==> src/rtl/sd_card_dat_responder.sv <==
// SD card DAT0 line responder: receives write blocks, returns a CRC status token and busy, and
// transmits read blocks. Define SD_DAT_CRC_EN to generate and check the CRC16 on the data bits.
module sd_card_dat_responder #(
    parameter int unsigned BLOCK_WORDS    = 4,
    parameter int unsigned NAC_CYCLES     = 2,
    parameter int unsigned BUSY_CYCLES    = 8,
    parameter int unsigned TIMEOUT_CYCLES = 1024
) (
    input  logic        sd_clock,
    input  logic        reset,
    input  logic        cmd_write,
    input  logic        cmd_read,
    input  logic        abort,
    input  logic        dat_in,
    output logic        dat_out,
    output logic        dat_oe,
    output logic [31:0] rx_data,
    output logic        rx_valid,
    input  logic [31:0] tx_data,
    output logic        tx_req,
    output logic        block_done,
    output logic        crc_error,
    output logic        rx_timeout,
    output logic        busy
);

    localparam int unsigned BLOCK_BITS = BLOCK_WORDS * 32;
    localparam int unsigned BIT_CNT_W  = $clog2(BLOCK_BITS) + 1;
    localparam int unsigned CYC_MAX_A  = (TIMEOUT_CYCLES > BUSY_CYCLES) ? TIMEOUT_CYCLES : BUSY_CYCLES;
    localparam int unsigned CYC_MAX_B  = (NAC_CYCLES > 16) ? NAC_CYCLES : 16;
    localparam int unsigned CYC_MAX    = (CYC_MAX_A > CYC_MAX_B) ? CYC_MAX_A : CYC_MAX_B;
    localparam int unsigned CYC_CNT_W  = $clog2(CYC_MAX + 1);

    localparam logic [BIT_CNT_W-1:0] BIT_LAST      = BIT_CNT_W'(BLOCK_BITS - 1);
    localparam logic [BIT_CNT_W-1:0] BIT_LAST_WORD = BIT_CNT_W'(BLOCK_BITS - 32);

    typedef enum logic [3:0] {
        StIdle, StRxWaitStart, StRxData, StRxCrc, StRxEnd, StStatusGap, StCrcStatus,
        StBusy, StTxNac, StTxStart, StTxData, StTxCrc, StTxEnd
    } state_t;

    state_t                 state_q;
    logic [BIT_CNT_W-1:0]   bit_cnt_q;
    logic [CYC_CNT_W-1:0]   cyc_cnt_q;
    logic [30:0]            rx_shift_q;
    logic [30:0]            tx_shift_q;
    logic                   status_ok_q;
    logic [3:0]             token_q;

`ifdef SD_DAT_CRC_EN
    logic [15:0] crc_q;
    logic [15:0] rx_crc_q;
    logic [15:0] crc_rx_next;
    logic [15:0] crc_tx_next;

    // Serial CRC16-CCITT, x^16 + x^12 + x^5 + 1.
    function automatic logic [15:0] crc16_step(input logic [15:0] crc, input logic bit_in);
        logic fb;
        fb = crc[15] ^ bit_in;
        return {crc[14:0], 1'b0} ^ (fb ? 16'h1021 : 16'h0000);
    endfunction

    assign crc_rx_next = crc16_step(crc_q, dat_in);
    assign crc_tx_next = crc16_step(crc_q, dat_out);
`endif

    assign busy = (state_q != StIdle);

    always_ff @(posedge sd_clock) begin
        if (!reset) begin
            state_q     <= StIdle;
            bit_cnt_q   <= '0;
            cyc_cnt_q   <= '0;
            rx_shift_q  <= '0;
            tx_shift_q  <= '0;
            status_ok_q <= 1'b0;
            token_q     <= '0;
            dat_out     <= 1'b1;
            dat_oe      <= 1'b0;
            rx_data     <= '0;
            rx_valid    <= 1'b0;
            tx_req      <= 1'b0;
            block_done  <= 1'b0;
            crc_error   <= 1'b0;
            rx_timeout  <= 1'b0;
`ifdef SD_DAT_CRC_EN
            crc_q       <= '0;
            rx_crc_q    <= '0;
`endif
        end else begin
            rx_valid   <= 1'b0;
            tx_req     <= 1'b0;
            block_done <= 1'b0;
            crc_error  <= 1'b0;
            rx_timeout <= 1'b0;
            if (abort) begin
                state_q <= StIdle;
                dat_oe  <= 1'b0;
                dat_out <= 1'b1;
            end else begin
                unique case (state_q)
                    StIdle: begin
                        cyc_cnt_q <= '0;
                        if (cmd_write) begin
                            state_q <= StRxWaitStart;
                        end else if (cmd_read) begin
                            state_q <= StTxNac;
                            dat_oe  <= 1'b1;
                            dat_out <= 1'b1;
                        end
                    end
                    StRxWaitStart: begin
                        if (!dat_in) begin
                            state_q   <= StRxData;
                            bit_cnt_q <= '0;
`ifdef SD_DAT_CRC_EN
                            crc_q     <= '0;
`endif
                        end else if (cyc_cnt_q == CYC_CNT_W'(TIMEOUT_CYCLES - 1)) begin
                            rx_timeout <= 1'b1;
                            state_q    <= StIdle;
                        end else begin
                            cyc_cnt_q <= cyc_cnt_q + CYC_CNT_W'(1);
                        end
                    end
                    StRxData: begin
                        rx_shift_q <= {rx_shift_q[29:0], dat_in};
                        bit_cnt_q  <= bit_cnt_q + BIT_CNT_W'(1);
`ifdef SD_DAT_CRC_EN
                        crc_q      <= crc_rx_next;
`endif
                        if (bit_cnt_q[4:0] == 5'd31) begin
                            rx_data  <= {rx_shift_q, dat_in};
                            rx_valid <= 1'b1;
                        end
                        if (bit_cnt_q == BIT_LAST) begin
                            state_q   <= StRxCrc;
                            cyc_cnt_q <= '0;
                        end
                    end
                    StRxCrc: begin
`ifdef SD_DAT_CRC_EN
                        rx_crc_q <= {rx_crc_q[14:0], dat_in};
`endif
                        if (cyc_cnt_q == CYC_CNT_W'(15)) begin
                            state_q <= StRxEnd;
                        end else begin
                            cyc_cnt_q <= cyc_cnt_q + CYC_CNT_W'(1);
                        end
                    end
                    StRxEnd: begin
`ifdef SD_DAT_CRC_EN
                        status_ok_q <= dat_in && (rx_crc_q == crc_q);
`else
                        status_ok_q <= dat_in;
`endif
                        state_q   <= StStatusGap;
                        cyc_cnt_q <= '0;
                    end
                    StStatusGap: begin
                        if (cyc_cnt_q == CYC_CNT_W'(1)) begin
                            // First token bit is always 0; token_q holds the remaining four.
                            state_q   <= StCrcStatus;
                            dat_oe    <= 1'b1;
                            dat_out   <= 1'b0;
                            token_q   <= status_ok_q ? 4'b0101 : 4'b1011;
                            crc_error <= !status_ok_q;
                            cyc_cnt_q <= '0;
                        end else begin
                            cyc_cnt_q <= cyc_cnt_q + CYC_CNT_W'(1);
                        end
                    end
                    StCrcStatus: begin
                        if (cyc_cnt_q == CYC_CNT_W'(4)) begin
                            cyc_cnt_q <= '0;
                            if (status_ok_q) begin
                                state_q <= StBusy;
                                dat_out <= 1'b0;
                            end else begin
                                state_q <= StIdle;
                                dat_oe  <= 1'b0;
                                dat_out <= 1'b1;
                            end
                        end else begin
                            dat_out   <= token_q[3];
                            token_q   <= {token_q[2:0], 1'b0};
                            cyc_cnt_q <= cyc_cnt_q + CYC_CNT_W'(1);
                        end
                    end
                    StBusy: begin
                        if (cyc_cnt_q == CYC_CNT_W'(BUSY_CYCLES - 1)) begin
                            block_done <= 1'b1;
                            state_q    <= StIdle;
                            dat_oe     <= 1'b0;
                            dat_out    <= 1'b1;
                        end else begin
                            cyc_cnt_q <= cyc_cnt_q + CYC_CNT_W'(1);
                        end
                    end
                    StTxNac: begin
                        if (cyc_cnt_q == CYC_CNT_W'(NAC_CYCLES - 1)) begin
                            state_q <= StTxStart;
                            dat_out <= 1'b0;
                            tx_req  <= 1'b1;
`ifdef SD_DAT_CRC_EN
                            crc_q   <= '0;
`endif
                        end else begin
                            cyc_cnt_q <= cyc_cnt_q + CYC_CNT_W'(1);
                        end
                    end
                    StTxStart: begin
                        state_q    <= StTxData;
                        dat_out    <= tx_data[31];
                        tx_shift_q <= tx_data[30:0];
                        bit_cnt_q  <= '0;
                    end
                    StTxData: begin
                        bit_cnt_q <= bit_cnt_q + BIT_CNT_W'(1);
                        // Request the next word while the last bit of a non-final word is on the line.
                        tx_req    <= (bit_cnt_q[4:0] == 5'd30) && (bit_cnt_q < BIT_LAST_WORD);
`ifdef SD_DAT_CRC_EN
                        crc_q     <= crc_tx_next;
`endif
                        if (bit_cnt_q == BIT_LAST) begin
                            state_q   <= StTxCrc;
                            cyc_cnt_q <= '0;
`ifdef SD_DAT_CRC_EN
                            dat_out   <= crc_tx_next[15];
`else
                            dat_out   <= 1'b0;
`endif
                        end else if (bit_cnt_q[4:0] == 5'd31) begin
                            dat_out    <= tx_data[31];
                            tx_shift_q <= tx_data[30:0];
                        end else begin
                            dat_out    <= tx_shift_q[30];
                            tx_shift_q <= {tx_shift_q[29:0], 1'b0};
                        end
                    end
                    StTxCrc: begin
                        if (cyc_cnt_q == CYC_CNT_W'(15)) begin
                            state_q <= StTxEnd;
                            dat_out <= 1'b1;
                        end else begin
`ifdef SD_DAT_CRC_EN
                            dat_out <= crc_q[14];
                            crc_q   <= {crc_q[14:0], 1'b0};
`else
                            dat_out <= 1'b0;
`endif
                            cyc_cnt_q <= cyc_cnt_q + CYC_CNT_W'(1);
                        end
                    end
                    StTxEnd: begin
                        block_done <= 1'b1;
                        state_q    <= StIdle;
                        dat_oe     <= 1'b0;
                        dat_out    <= 1'b1;
                    end
                    default: state_q <= StIdle;
                endcase
            end
        end
    end

endmodule

==> config.mk <==
export PLATFORM = sky130hd
export DESIGN_NAME = sd_card_dat_responder
export DESIGN_NICKNAME = d
export VERILOG_FILES = /design/src/rtl/sd_card_dat_responder.sv
export SDC_FILE = /design/constraint.sdc
export NUM_CORES = 1
export LEC_CHECK = 0
export CELL_PAD_IN_SITES_DETAIL_PLACEMENT = 1
export CELL_PAD_IN_SITES_GLOBAL_PLACEMENT = 1
export CORE_UTILIZATION = 44
export DETAILED_ROUTE_END_ITERATION = 10
export PLACE_DENSITY = 0.93
export SYNTH_ARGS = -nofsm -noshare
export SYNTH_HDL_FRONTEND = slang
export SYNTH_SLANG_ARGS = --single-unit
==> constraint.sdc <==
create_clock -name sd_clock -period 4.2 [get_ports sd_clock]
set_clock_uncertainty 0.15 [all_clocks]
set_input_delay 0.63 -clock sd_clock [delete_from_list [all_inputs] [get_ports sd_clock]]
set_output_delay 0.63 -clock sd_clock [all_outputs]
set_load 0.1 [all_outputs]
==> results.py <==
metrics = {
    "finish": {
        "area_growth_pct": 24.4,
        "stdcell_area_um2": 7380,
        "layout.nets": 819,
        "final_layout_size_suffix_gt1_frac": 0.0825,
        "fin_util": 0.560,
        "antenna_cells": 0,
    },
    "setup_path": {
        "crit_chain": "nand4bb_4 -> a32oi_4 -> o21ai_2 -> a221oi_4 -> nand2_2 -> o32ai_2",
        "cpLargestDelayFamily": "compound AO/OA/AOI/OAI gates",
        "critPathMaxFanout": 24,
        "crit_path_top_delay_cell": "dfxtp_1",
        "rr_endpoint": "cyc_cnt_q[3]$_SDFFE_PN0P_",
        "critPathRequiredTime_ps": 4380,
        "path_class": "reg2reg",
        "r2r_slack_ps": 1140,
        "reg2reg_depth": 6,
        "endpoint_kind": "register",
        "worst_setup_path_start_kind": "register",
        "r2r-start": "state_q[0]$_SDFFE_PP0P_",
        "cp_data_arrival_time_ps": 3240,
        "max_stage_delay_ps": 940,
        "worst-path-buf-inv": 0,
    },
    "yosys": {
        "seq_area_frac_synth": 0.435,
        "synth_top_area_frac": 0.435,
        "yosysTopAreaCell": "dfxtp_1",
        "async_flop_share": 0,
        "synth_edf_count": 0,
        "synth_nets": 765,
        "yosysMostFrequentCell": "nand2_1",
        "synth-main-ff-cell": "dfxtp_1",
        "ys_warn_count": 0,
        "synth-seq-cells": 129,
        "synth_common_cells": "nand2_1, dfxtp_1, a21oi_1",
        "postSynthCellCount": 721,
        "yosysUniqueCellTypes": 68,
        "syn-cell-area_um2": 5930,
        "ys_top_cells_by_area": "dfxtp_1, nand2_1, a21oi_1",
        "avgSynthCellArea_um2": 8.23,
    },
    "routing": {
        "dr_wl_met3_um": 923,
        "met1_length_um": 7090,
        "first_iter_violations": 302,
        "ant_nets": 0,
        "first_pass_iters": 5,
        "viasPerCell": 5.74,
        "wl_met2_um": 8910,
        "wl_per_cell_um": 18.0,
        "vias": 5534,
        "finalWirelength_um": 17400,
        "highest_layer": "met4",
        "drc": 0,
    },
    "sta": {
        "period_share": 0.729,
        "period_needed_ps": 3060,
        "tns_ps": 0,
        "fmax_ghz": 0.327,
        "hold_viol": 0,
        "rsz0062_at_grt": "no",
        "relSlewSlack": 0.243,
        "slew_violations": 0,
        "worstMarginPinSlew_ps": 1140,
        "finalSetupViolations": 0,
    },
    "clocking": {
        "clk_latency_ps": 430,
        "cts_tree": "done",
        "hold_buffers": 0,
        "h-tree-depth": 4,
        "numCtsBuffers": 17,
        "cts_resized": 0,
        "cts.sinks": 129,
        "cts_root_buf": "clkbuf_16",
        "clk_pin_slew_ps": 60,
        "cts_setup_buffers": 0,
        "cts_buffer_depth": 2,
    },
    "power": {
        "p_int_mw": 2.22,
        "power_density_nw_per_um2": 393,
        "p_total_mw": 2.90,
        "p_seq_frac": 0.429,
        "peakVddDrop_mv": 0.234,
        "switching_share": 0.234,
        "pwr-share-comb": 0.060,
        "clkPwrFrac": 0.512,
        "p_leak_nw": 2.37,
        "switchingPower_uw": 678,
    },
    "floorplanning": {
        "rows": 42,
        "die_h_um": 118,
        "io_pins": 78,
        "core_area_um2": 13200,
        "start_util": 0.450,
        "die_w_um": 118,
        "dieArea_um2": 14000,
    },
    "placed_design": {
        "port-buffer-count": 77,
        "postPlaceCellArea_um2": 6790,
        "dp_hpwl_um": 11400,
        "gp_congestion": 0.880,
    },
    "job": {
        "drv_cap": 0,
    },
    "min_path": {
        "min_path_type": "reg2reg",
        "worstHoldEndpoint": "rx_shift_q[30]$_SDFFE_PN0P_",
        "hp-start": "rx_shift_q[30]$_SDFFE_PN0P_",
        "min_path_cells": 2,
    },
    "global_routing": {
        "grt_pass1_wl_um": 28600,
        "grt_pass1_vias": 5832,
        "grt-ovfl-total": 0,
        "grt_max_degree": 109,
        "track_usage": 0.258,
        "antenna_found_initial": 0,
    },
    "run_status": {
        "outcome": "complete, no violations",
    },
}
==> kinds of logic after synthesis <==
logic type / after synthesis / synth area share
mux: 36 / 0.0609
buf+inv: 63 / 0.0453
xor+xnor: 6 / 0.00886
simple gates: 316 / 0.252
fa+ha+maj: 6 / 0.0126
compound gates: 165 / 0.185
flops: 129 / 0.435
==> registers in the layout, summed over array words and instances (netlist names), 4 cells and up <==
register	flops
cyc_cnt_q	11
bit_cnt_q	8
rx_data	32
tx_shift_q	31
state_q	4
rx_shift_q	31
token_q	4
==> routing by layer <==
layer,track usage,up-vias
met5,0,-
met4,0.116,0
met3,0.0676,41
met2,0.450,169
met1,0.293,2703
li1,-,2621
==> cells in the final DEF, fill, tap and decap left out, drive strengths merged, types with 3 or more instances in the layout <==
master / netlist / layout
a211oi: 33 / 33
a21oi: 86 / 86
dfxtp: 129 / 129
clkbuf: 31 / 20
nand3: 19 / 19
nand2: 163 / 163
nor2: 58 / 58
mux2i: 35 / 35
xor2: 3 / 3
nand2b: 12 / 12
or3: 10 / 10
inv: 11 / 12
clkinv: 0 / 7
buf: 21 / 11
and3: 5 / 5
o32ai: 5 / 5
or2: 3 / 3
nor2b: 5 / 5
o22ai: 4 / 4
ha: 6 / 6
a31oi: 3 / 3
xnor2: 3 / 3
nand4: 8 / 8
nor3: 8 / 8
nor4: 11 / 11
clkdlybuf4s50: 0 / 76
o21ai: 15 / 15
==> worst max-delay path by stage <==
stage                            startpoint                         to  slack (ps)  cells past startpoint
floorplan           state_q[1]$_SDFFE_PP0P_    state_q[1]$_SDFFE_PP0P_        1690                      8
global placement                      abort   rx_data[29]$_SDFFE_PN0P_        1090                      6
detailed placement                    abort    rx_data[8]$_SDFFE_PN0P_         920                      6
CTS                 state_q[0]$_SDFFE_PP0P_  cyc_cnt_q[3]$_SDFFE_PN0P_        1190                      6
global route        state_q[0]$_SDFFE_PP0P_  cyc_cnt_q[3]$_SDFFE_PN0P_         920                      6
finish              state_q[0]$_SDFFE_PP0P_  cyc_cnt_q[3]$_SDFFE_PN0P_        1140                      6
==> power by group through the flow <==
stage	Sequential (mW)	Clock, mW	Combinational [mW]
after CTS	1.24	1.50	0.173
after global placement	1.27	0	0.163
final	1.24	1.48	0.173
after floorplan	1.27	0	0.108
after detailed placement	1.27	0	0.171
after global routing	1.24	1.55	0.186
==> stage by stage <==
step | setup slack, ps | std cells | hold slack, ps
after floorplan | 1690 | 721 | 279
after global placement | 1090 | 932 | 287
after detailed placement | 917 | 932 | 300
after CTS | 1190 | 964 | 309
after global routing | 920 | 964 | 334
final | 1140 | 964 | 305
==> worst reg2reg max path, stage by stage, from the launching register on <==
cell       delay (ps)
dfxtp_1           940
nand4bb_4         220
a32oi_4           340
o21ai_2           100
a221oi_4          630
nand2_2           260
o32ai_2           320
==> layout make-up <==
type / instances / area, um^2
multi-input combinational: 529 / 3100
fill: 1545 / 5810
inverter: 11 / 42.5
clock inverter: 12 / 130
clock buffer: 20 / 467
timing repair buffer: 87 / 843
sequential: 129 / 2580
tap: 176 / 220
Power figures use the tool's default switching activity.
